File: src/rtl/pool_pkg.sv
// Shared pooling types and defaults: tree fan-in, controller state encoding, default widths.
// Latency: none (declarations only).
// Backpressure: not applicable.
package pool_pkg;

   localparam int TREE_N  = 10;
   localparam int BW_DEF  = 8;
   localparam int LAT_DEF = 4;

   typedef enum logic [2:0] {
      IDLE  = 3'd0,
      FILL  = 3'd1,
      ISSUE = 3'd2,
      DRAIN = 3'd3,
      OUT   = 3'd4
   } pool_state_t;

endpackage

File: src/rtl/max_n10.sv
// 10-input unsigned max tree, fully pipelined, no reset on the datapath or valid chain.
// Latency: 4 cycles from den_in to den_out/data_max.
// Backpressure: none; accepts a new group every cycle.
module max_n10 #(
   parameter int BW = 8
) (
   input  logic          clk,
   input  logic          den_in,
   input  logic [BW-1:0] data_in0,
   input  logic [BW-1:0] data_in1,
   input  logic [BW-1:0] data_in2,
   input  logic [BW-1:0] data_in3,
   input  logic [BW-1:0] data_in4,
   input  logic [BW-1:0] data_in5,
   input  logic [BW-1:0] data_in6,
   input  logic [BW-1:0] data_in7,
   input  logic [BW-1:0] data_in8,
   input  logic [BW-1:0] data_in9,
   output logic          den_out,
   output logic [BW-1:0] data_max
);

   function automatic logic [BW-1:0] mx(input logic [BW-1:0] a, input logic [BW-1:0] b);
      return (a > b) ? a : b;
   endfunction

   logic [3:0]    den_q;
   logic [BW-1:0] s1_q [5];
   logic [BW-1:0] s2_q [3];
   logic [BW-1:0] s3_q [2];
   logic [BW-1:0] s4_q;

   // Four compare stages; odd leftovers pass straight through to the next stage
   always_ff @(posedge clk) begin
      den_q   <= {den_q[2:0], den_in};
      s1_q[0] <= mx(data_in0, data_in1);
      s1_q[1] <= mx(data_in2, data_in3);
      s1_q[2] <= mx(data_in4, data_in5);
      s1_q[3] <= mx(data_in6, data_in7);
      s1_q[4] <= mx(data_in8, data_in9);
      s2_q[0] <= mx(s1_q[0], s1_q[1]);
      s2_q[1] <= mx(s1_q[2], s1_q[3]);
      s2_q[2] <= s1_q[4];
      s3_q[0] <= mx(s2_q[0], s2_q[1]);
      s3_q[1] <= s2_q[2];
      s4_q    <= mx(s3_q[0], s3_q[1]);
   end

   assign den_out  = den_q[3];
   assign data_max = s4_q;

endmodule

File: src/rtl/max_pool_ctrl.sv
// Frame max-pool controller: packs samples into 10-wide groups for max_n10 and folds the results.
// Latency: frame result valid LAT+2 cycles after the last group issue.
// Backpressure: s_ready only in FILL (one bubble per group); m_data held while m_valid && !m_ready.
module max_pool_ctrl
   import pool_pkg::*;
#(
   parameter int BW  = BW_DEF,
   parameter int LW  = 16,
   parameter int LAT = LAT_DEF
) (
   input  logic          clk,
   input  logic          rst_n,
   input  logic          start,
   input  logic [LW-1:0] cfg_len,
   output logic          err_len,
   output logic          busy,
   input  logic          s_valid,
   input  logic [BW-1:0] s_data,
   output logic          s_ready,
   output logic          m_valid,
   output logic [BW-1:0] m_data,
   input  logic          m_ready
);

   localparam int IW = $clog2(TREE_N);
   localparam int CW = $clog2(LAT + 2);

   pool_state_t   state_q, state_d;
   logic [IW-1:0] idx_q, idx_d;
   logic [LW-1:0] rem_q, rem_d;
   logic [CW-1:0] inflight_q, inflight_d;
   logic [BW-1:0] run_max_q, run_max_d;
   logic [BW-1:0] slot_q [TREE_N];
   logic [BW-1:0] slot_d [TREE_N];
   logic          err_q, err_d;
   logic          den_in, den_out;
   logic [BW-1:0] data_max;
   logic          s_fire, ret_ok;

   // Next-state, slot packing, running-max fold and in-flight accounting
   always_comb begin
      state_d    = state_q;
      idx_d      = idx_q;
      rem_d      = rem_q;
      run_max_d  = run_max_q;
      slot_d     = slot_q;
      inflight_d = inflight_q;
      err_d      = 1'b0;
      busy       = (state_q != IDLE);
      s_ready    = (state_q == FILL);
      m_valid    = (state_q == OUT);
      den_in     = (state_q == ISSUE);
      s_fire     = s_ready && s_valid;
      // Tree output with nothing in flight is stale (max_n10 is not reset) and is dropped
      ret_ok     = den_out && (inflight_q != '0);

      if (ret_ok && (data_max > run_max_q)) begin
         run_max_d = data_max;
      end

      unique case ({den_in, ret_ok})
         2'b10:   inflight_d = inflight_q + 1'b1;
         2'b01:   inflight_d = inflight_q - 1'b1;
         default: inflight_d = inflight_q;
      endcase

      unique case (state_q)
         IDLE: begin
            if (start) begin
               if (cfg_len != '0) begin
                  state_d   = FILL;
                  rem_d     = cfg_len;
                  idx_d     = '0;
                  run_max_d = '0;
                  for (int k = 0; k < TREE_N; k++) slot_d[k] = '0;
               end else begin
                  err_d = 1'b1;
               end
            end
         end
         FILL: begin
            if (s_fire) begin
               slot_d[idx_q] = s_data;
               idx_d         = idx_q + 1'b1;
               rem_d         = rem_q - 1'b1;
               if ((idx_q == IW'(TREE_N - 1)) || (rem_q == LW'(1))) begin
                  state_d = ISSUE;
               end
            end
         end
         ISSUE: begin
            // Cleared slots are zero, so a short final group is padded with the max identity
            for (int k = 0; k < TREE_N; k++) slot_d[k] = '0;
            idx_d   = '0;
            state_d = (rem_q != '0) ? FILL : DRAIN;
         end
         DRAIN: begin
            if (inflight_q == '0) state_d = OUT;
         end
         OUT: begin
            if (m_ready) state_d = IDLE;
         end
         default: state_d = IDLE;
      endcase
   end

   // Register update; synchronous reset aborts any frame in progress
   always_ff @(posedge clk) begin
      if (!rst_n) begin
         state_q    <= IDLE;
         idx_q      <= '0;
         rem_q      <= '0;
         inflight_q <= '0;
         run_max_q  <= '0;
         err_q      <= 1'b0;
         for (int k = 0; k < TREE_N; k++) slot_q[k] <= '0;
      end else begin
         state_q    <= state_d;
         idx_q      <= idx_d;
         rem_q      <= rem_d;
         inflight_q <= inflight_d;
         run_max_q  <= run_max_d;
         err_q      <= err_d;
         slot_q     <= slot_d;
      end
   end

   assign err_len = err_q;
   assign m_data  = run_max_q;

   max_n10 #(.BW(BW)) u_tree (
      .clk      (clk),
      .den_in   (den_in),
      .data_in0 (slot_q[0]),
      .data_in1 (slot_q[1]),
      .data_in2 (slot_q[2]),
      .data_in3 (slot_q[3]),
      .data_in4 (slot_q[4]),
      .data_in5 (slot_q[5]),
      .data_in6 (slot_q[6]),
      .data_in7 (slot_q[7]),
      .data_in8 (slot_q[8]),
      .data_in9 (slot_q[9]),
      .den_out  (den_out),
      .data_max (data_max)
   );

endmodule

File: config.mk
export PLATFORM = sky130hd
export DESIGN_NAME = max_pool_ctrl
export DESIGN_NICKNAME = d
export VERILOG_FILES = /design/src/rtl/pool_pkg.sv /design/src/rtl/max_n10.sv /design/src/rtl/max_pool_ctrl.sv
export SDC_FILE = /design/constraint.sdc
export NUM_CORES = 1
export LEC_CHECK = 0
export CORE_MARGIN = 2
export CORE_UTILIZATION = 35
export DETAILED_ROUTE_END_ITERATION = 10
export GPL_TIMING_DRIVEN = 0
export PLACE_DENSITY_LB_ADDON = 0.12
export SLEW_MARGIN = 10
export SYNTH_ARGS = -nofsm -noshare
export SYNTH_HDL_FRONTEND = slang
export SYNTH_HIERARCHICAL = 1
export SYNTH_SLANG_ARGS = --single-unit
File: constraint.sdc
create_clock -name clk -period 4.5 [get_ports clk]
set_input_delay 0.9 -clock clk [delete_from_list [all_inputs] [get_ports clk]]
set_output_delay 0.9 -clock clk [all_outputs]
set_load 0.01 [all_outputs]
==> metrics list <==
- The flow ran to the end, and the final reports show no timing, DRC or antenna violations.
- Fraction of final layout cells with drive strength greater than 1: 0.173
* Clock tree from TritonCTS: built
- Routability-driven placement finished with a final weighted congestion of 0.790.
* Count of standard-cell rows: 61
- The final route contains 7280 vias.
- Leading cell types in the layout, fill and taps excluded: 207 x dfxtp_1, 93 x inv_1, 88 x ha_1
* Setup fix buffers added after clock tree synthesis: 0
* Synth Flop Type: dfxtp_1
- From left edge to right edge, the die measures 172 um.
- Headroom to the max-slew limit came out at 0.483.
- Number of nets still failing antenna checks after routing: 0
- Setup violations remaining at the end of the flow were counted as 0.
- Leak Pwr: 4.49 nW
- Counting the buffers created by CTS gives 25.
- Least setup slack across all paths after layout: 0.914 ns
- For this design the ratio of total power to cell area is 435 nW/um^2.
- The clock arrives with 0.00851 ns of skew.
- Slew @ Worst Pin: 0.770 ns
- Initial standard-cell utilization of the core: 0.355
- CTS saw 207 sinks.
- Endpoint class of the critical path: output port
* Maximum level of the CTS H-tree: 1
- Compound-Gate Fraction of Synth Area: 0.205
* Number of buffers added on ports: 39
* DR DRC count: 0
* Fraction of power consumed by the clock network: 0.379
- After floorplanning, the core was sized to cover 27700 um^2.
- Setup total negative slack on the finished layout was measured at 0 ns.
- Of the total synthesized cell area, the portion taken by AND, OR, NAND and NOR gates is 0.111.
* First-pass iteration count of the detailed router: 4
* # resized after CTS: 0
* Dominant combinational cell family by area after synthesis: compound AO/OA/AOI/OAI gates
- The Yosys step of the flow raised 6 warnings.
- For this design, the CTS-stage hold fixing added 0 buffers.
* Max Freq: 0.279 GHz
- The HPWL after detailed placement is 17800 um.
* Switching Fraction: 0.301
- The min-delay analysis places its worst path in the category register to register.
* Number of diodes added for antenna fixing: 0
- Clock root buffer: clkbuf_16
- The number of pins with negative max-slew slack in the final report was 0.
- In the routed layout, each cell is associated on average with a via count of 5.13.
- Global routing finished with a remaining overflow of 0.
- At the worst endpoint, the required time is 3.60 ns.
- Routed wire per std cell: 16.7 um
- Across every metal layer, demand over resource in global routing totals 0.167.
- Multiplexer share of the synthesized area: 0.0863
* Global-route wire length before repair: 38800 um
- Counting distinct cell types in the post-synthesis netlist gives 62.
- Leading cell type in the layout, fill and taps excluded: dfxtp_1
- The share of the Yosys chip area taken by registers is 0.422.
* Ports placed on the boundary: 41
* Max rail drop VDD: 0.319 mV
- Critical path start-end classification: register to output port
- The clock passes through at most 3 buffers.
* Critical Path Fanout Max: 10
* Signed area change from the synthesized netlist to the final layout: 16.6%
- Floorplan die height: 172 um
- The number of global-route vias before repair was 7126.
- Data arrives at the worst endpoint at 2.69 ns.
- Fill cells: 2781
- The average instance in the mapped netlist occupies 10.2 um^2.
- Insertion delay of the later-clocked pin in the worst-skew pair: 0.51 ns
- Initial antenna violation count: 1
- In this run, the number of DRC markers left after iteration 0 of detailed routing was 394.
* Number of nets produced by synthesis: 1079
- The cell count after synthesis came out at 961.
- STA classifies the critical path startpoint as a register.
- The tool flagged a number of max-cap violations equal to 0.
- Switching component of the power: 1.50 mW
- Final wirelength: 23700 um
* Maximum number of pins on one net before global-route repair: 13
- Setup repair after global routing missed its margin: false
- Cell area after technology mapping: 9830 um^2
- Number of synthesized flops with an enable pin: 0
- Total count of hold-check failures in the final report: 0
* Net total in the final layout: 1145
* Worst Setup Slack post-DPL: 1.19 ns
* Post-synthesis share of cell area spent on full adders, half adders and majority gates: 0.114
- The share of total power dissipated in combinational logic is 0.226.
- Final Critical Period: 3.59 ns
* Sequential cell fraction of total power: 0.395
* Post-Synth XOR/XNOR Area: 0.00700
- The floorplan step defined a die boundary enclosing 29400 um^2.
- Cell internal power was estimated by the tool at 3.49 mW.
- In the finished design, the share of the clock period the worst path needs comes to 0.797.
* Share of flip-flops with an asynchronous set or reset: 0
- In this run, synthesis produced a sequential element count of 207.
- Clock-pin slew was measured on the worst setup and hold paths at 0.05 ns.
final cells by class:
type,instances,area [um^2],share of cell area
inverters,93,349,0.0304
repair buffers,39,390,0.0340
multi-input cells,633,5140,0.448
flip-flops and latches,207,4140,0.361
well taps,378,473,0.0412
clock inverters,2,13.8,0.00120
plain buffers,28,195,0.0170
clock buffers,39,758,0.0661
power by group through the flow:
stage	Clock, mW	Sequential [mW]	Combinational, mW
finish	1.89	1.97	1.13
detailed placement	0	2.01	1.13
global placement	0	2.01	1.14
CTS	1.94	1.97	1.14
floorplan	0	1.99	0.824
global route	2.02	1.98	1.24
registers in the layout, indices dropped and copies added, names as in the netlist:
| name | count |
|---|---|
| rem_q | 16 |
| err_len | 1 |
| u_tree/s3_q | 16 |
| idx_q | 4 |
| u_tree/s1_q | 40 |
| state_q | 3 |
| u_tree/data_max | 8 |
| inflight_q | 3 |
| u_tree/s2_q | 24 |
| m_data | 8 |
| u_tree/den_q | 4 |
| slot_q | 80 |
stage by stage:
stage	instances	util	power [mW]	hold slack, ns	area, um^2
floorplan	961	-	2.81	0.310	9830
global placement	1378	0.386	3.15	0.311	10700
detailed placement	1378	0.386	3.14	0.312	10700
CTS	1419	0.414	5.05	0.324	11500
global route	1419	0.414	5.25	0.329	11500
finish	1419	0.414	4.99	0.324	11500
metal layers:
layer / part of all wire / wire length (um) / global-route usage
met5: 0 / 0 / 0
met4: 0.016 / 373 / 0.0339
met3: 0.038 / 896 / 0.0223
met2: 0.46 / 10900 / 0.272
met1: 0.48 / 11500 / 0.235
critical path, stage by stage, from the launching register on:
cell and delay [ns]:
dfxtp_1 0.31, buf_2 0.19, or3b_2 0.53, inv_1 0.10, buf_2 0.19, buf_2 0.27, clkdlybuf4s50_1 0.58
cell families (layout without fill, tap and decap cells):
family,count (synthesis),after routing
DFF,207,207
muxes,75,75
adders and majority gates,89,89
AOI/OAI and AO/OA,251,251
xor gates and xnor gates,7,7
buffers and inverters,121,201
and+or+nand+nor,211,211
cells in the mapped netlist, types with 3 or more instances:
cell type / number / share of area
a21o_1: 4 / 0.0031
a21oi_1: 53 / 0.027
a21oi_2: 12 / 0.011
a22o_1: 32 / 0.029
a31oi_1: 15 / 0.0095
a31oi_2: 9 / 0.011
and3_1: 14 / 0.0089
buf_1: 4 / 0.0015
buf_2: 8 / 0.0041
clkbuf_1: 6 / 0.0023
clkbuf_8: 6 / 0.0084
dfxtp_1: 207 / 0.42
ha_1: 88 / 0.11
inv_1: 93 / 0.036
mux2_2: 70 / 0.080
mux2i_1: 3 / 0.0031
nand2_1: 67 / 0.026
nand3_1: 27 / 0.014
nand4_1: 21 / 0.013
nor2_1: 20 / 0.0076
nor2b_1: 14 / 0.0089
nor3_1: 10 / 0.0051
nor4_1: 13 / 0.0083
o211ai_1: 9 / 0.0069
o211ai_2: 9 / 0.011
o21a_1: 6 / 0.0046
o21ai_0: 26 / 0.013
o21ai_1: 3 / 0.0015
o221a_2: 5 / 0.0057
o22ai_1: 4 / 0.0025
o22ai_4: 9 / 0.018
o2bb2ai_1: 40 / 0.036
o31ai_1: 3 / 0.0023
o32ai_1: 3 / 0.0027
or3_1: 5 / 0.0032
or4_1: 4 / 0.0031
xor2_1: 6 / 0.0053
path summary, 6_finish.rpt:
check	cells past startpoint	end	from	slack, ns
hold reg to reg	0	u_tree/s3_q[0][10]	u_tree/s2_q[0][18]	0.32
setup / recovery	6	s_ready	state_q[2]	0.91
setup reg to reg	6	m_data[0]	state_q[1]	2.18
hold / removal	0	u_tree/s3_q[0][10]	u_tree/s2_q[0][18]	0.32
No activity file was read; power rests on OpenSTA's default activity.
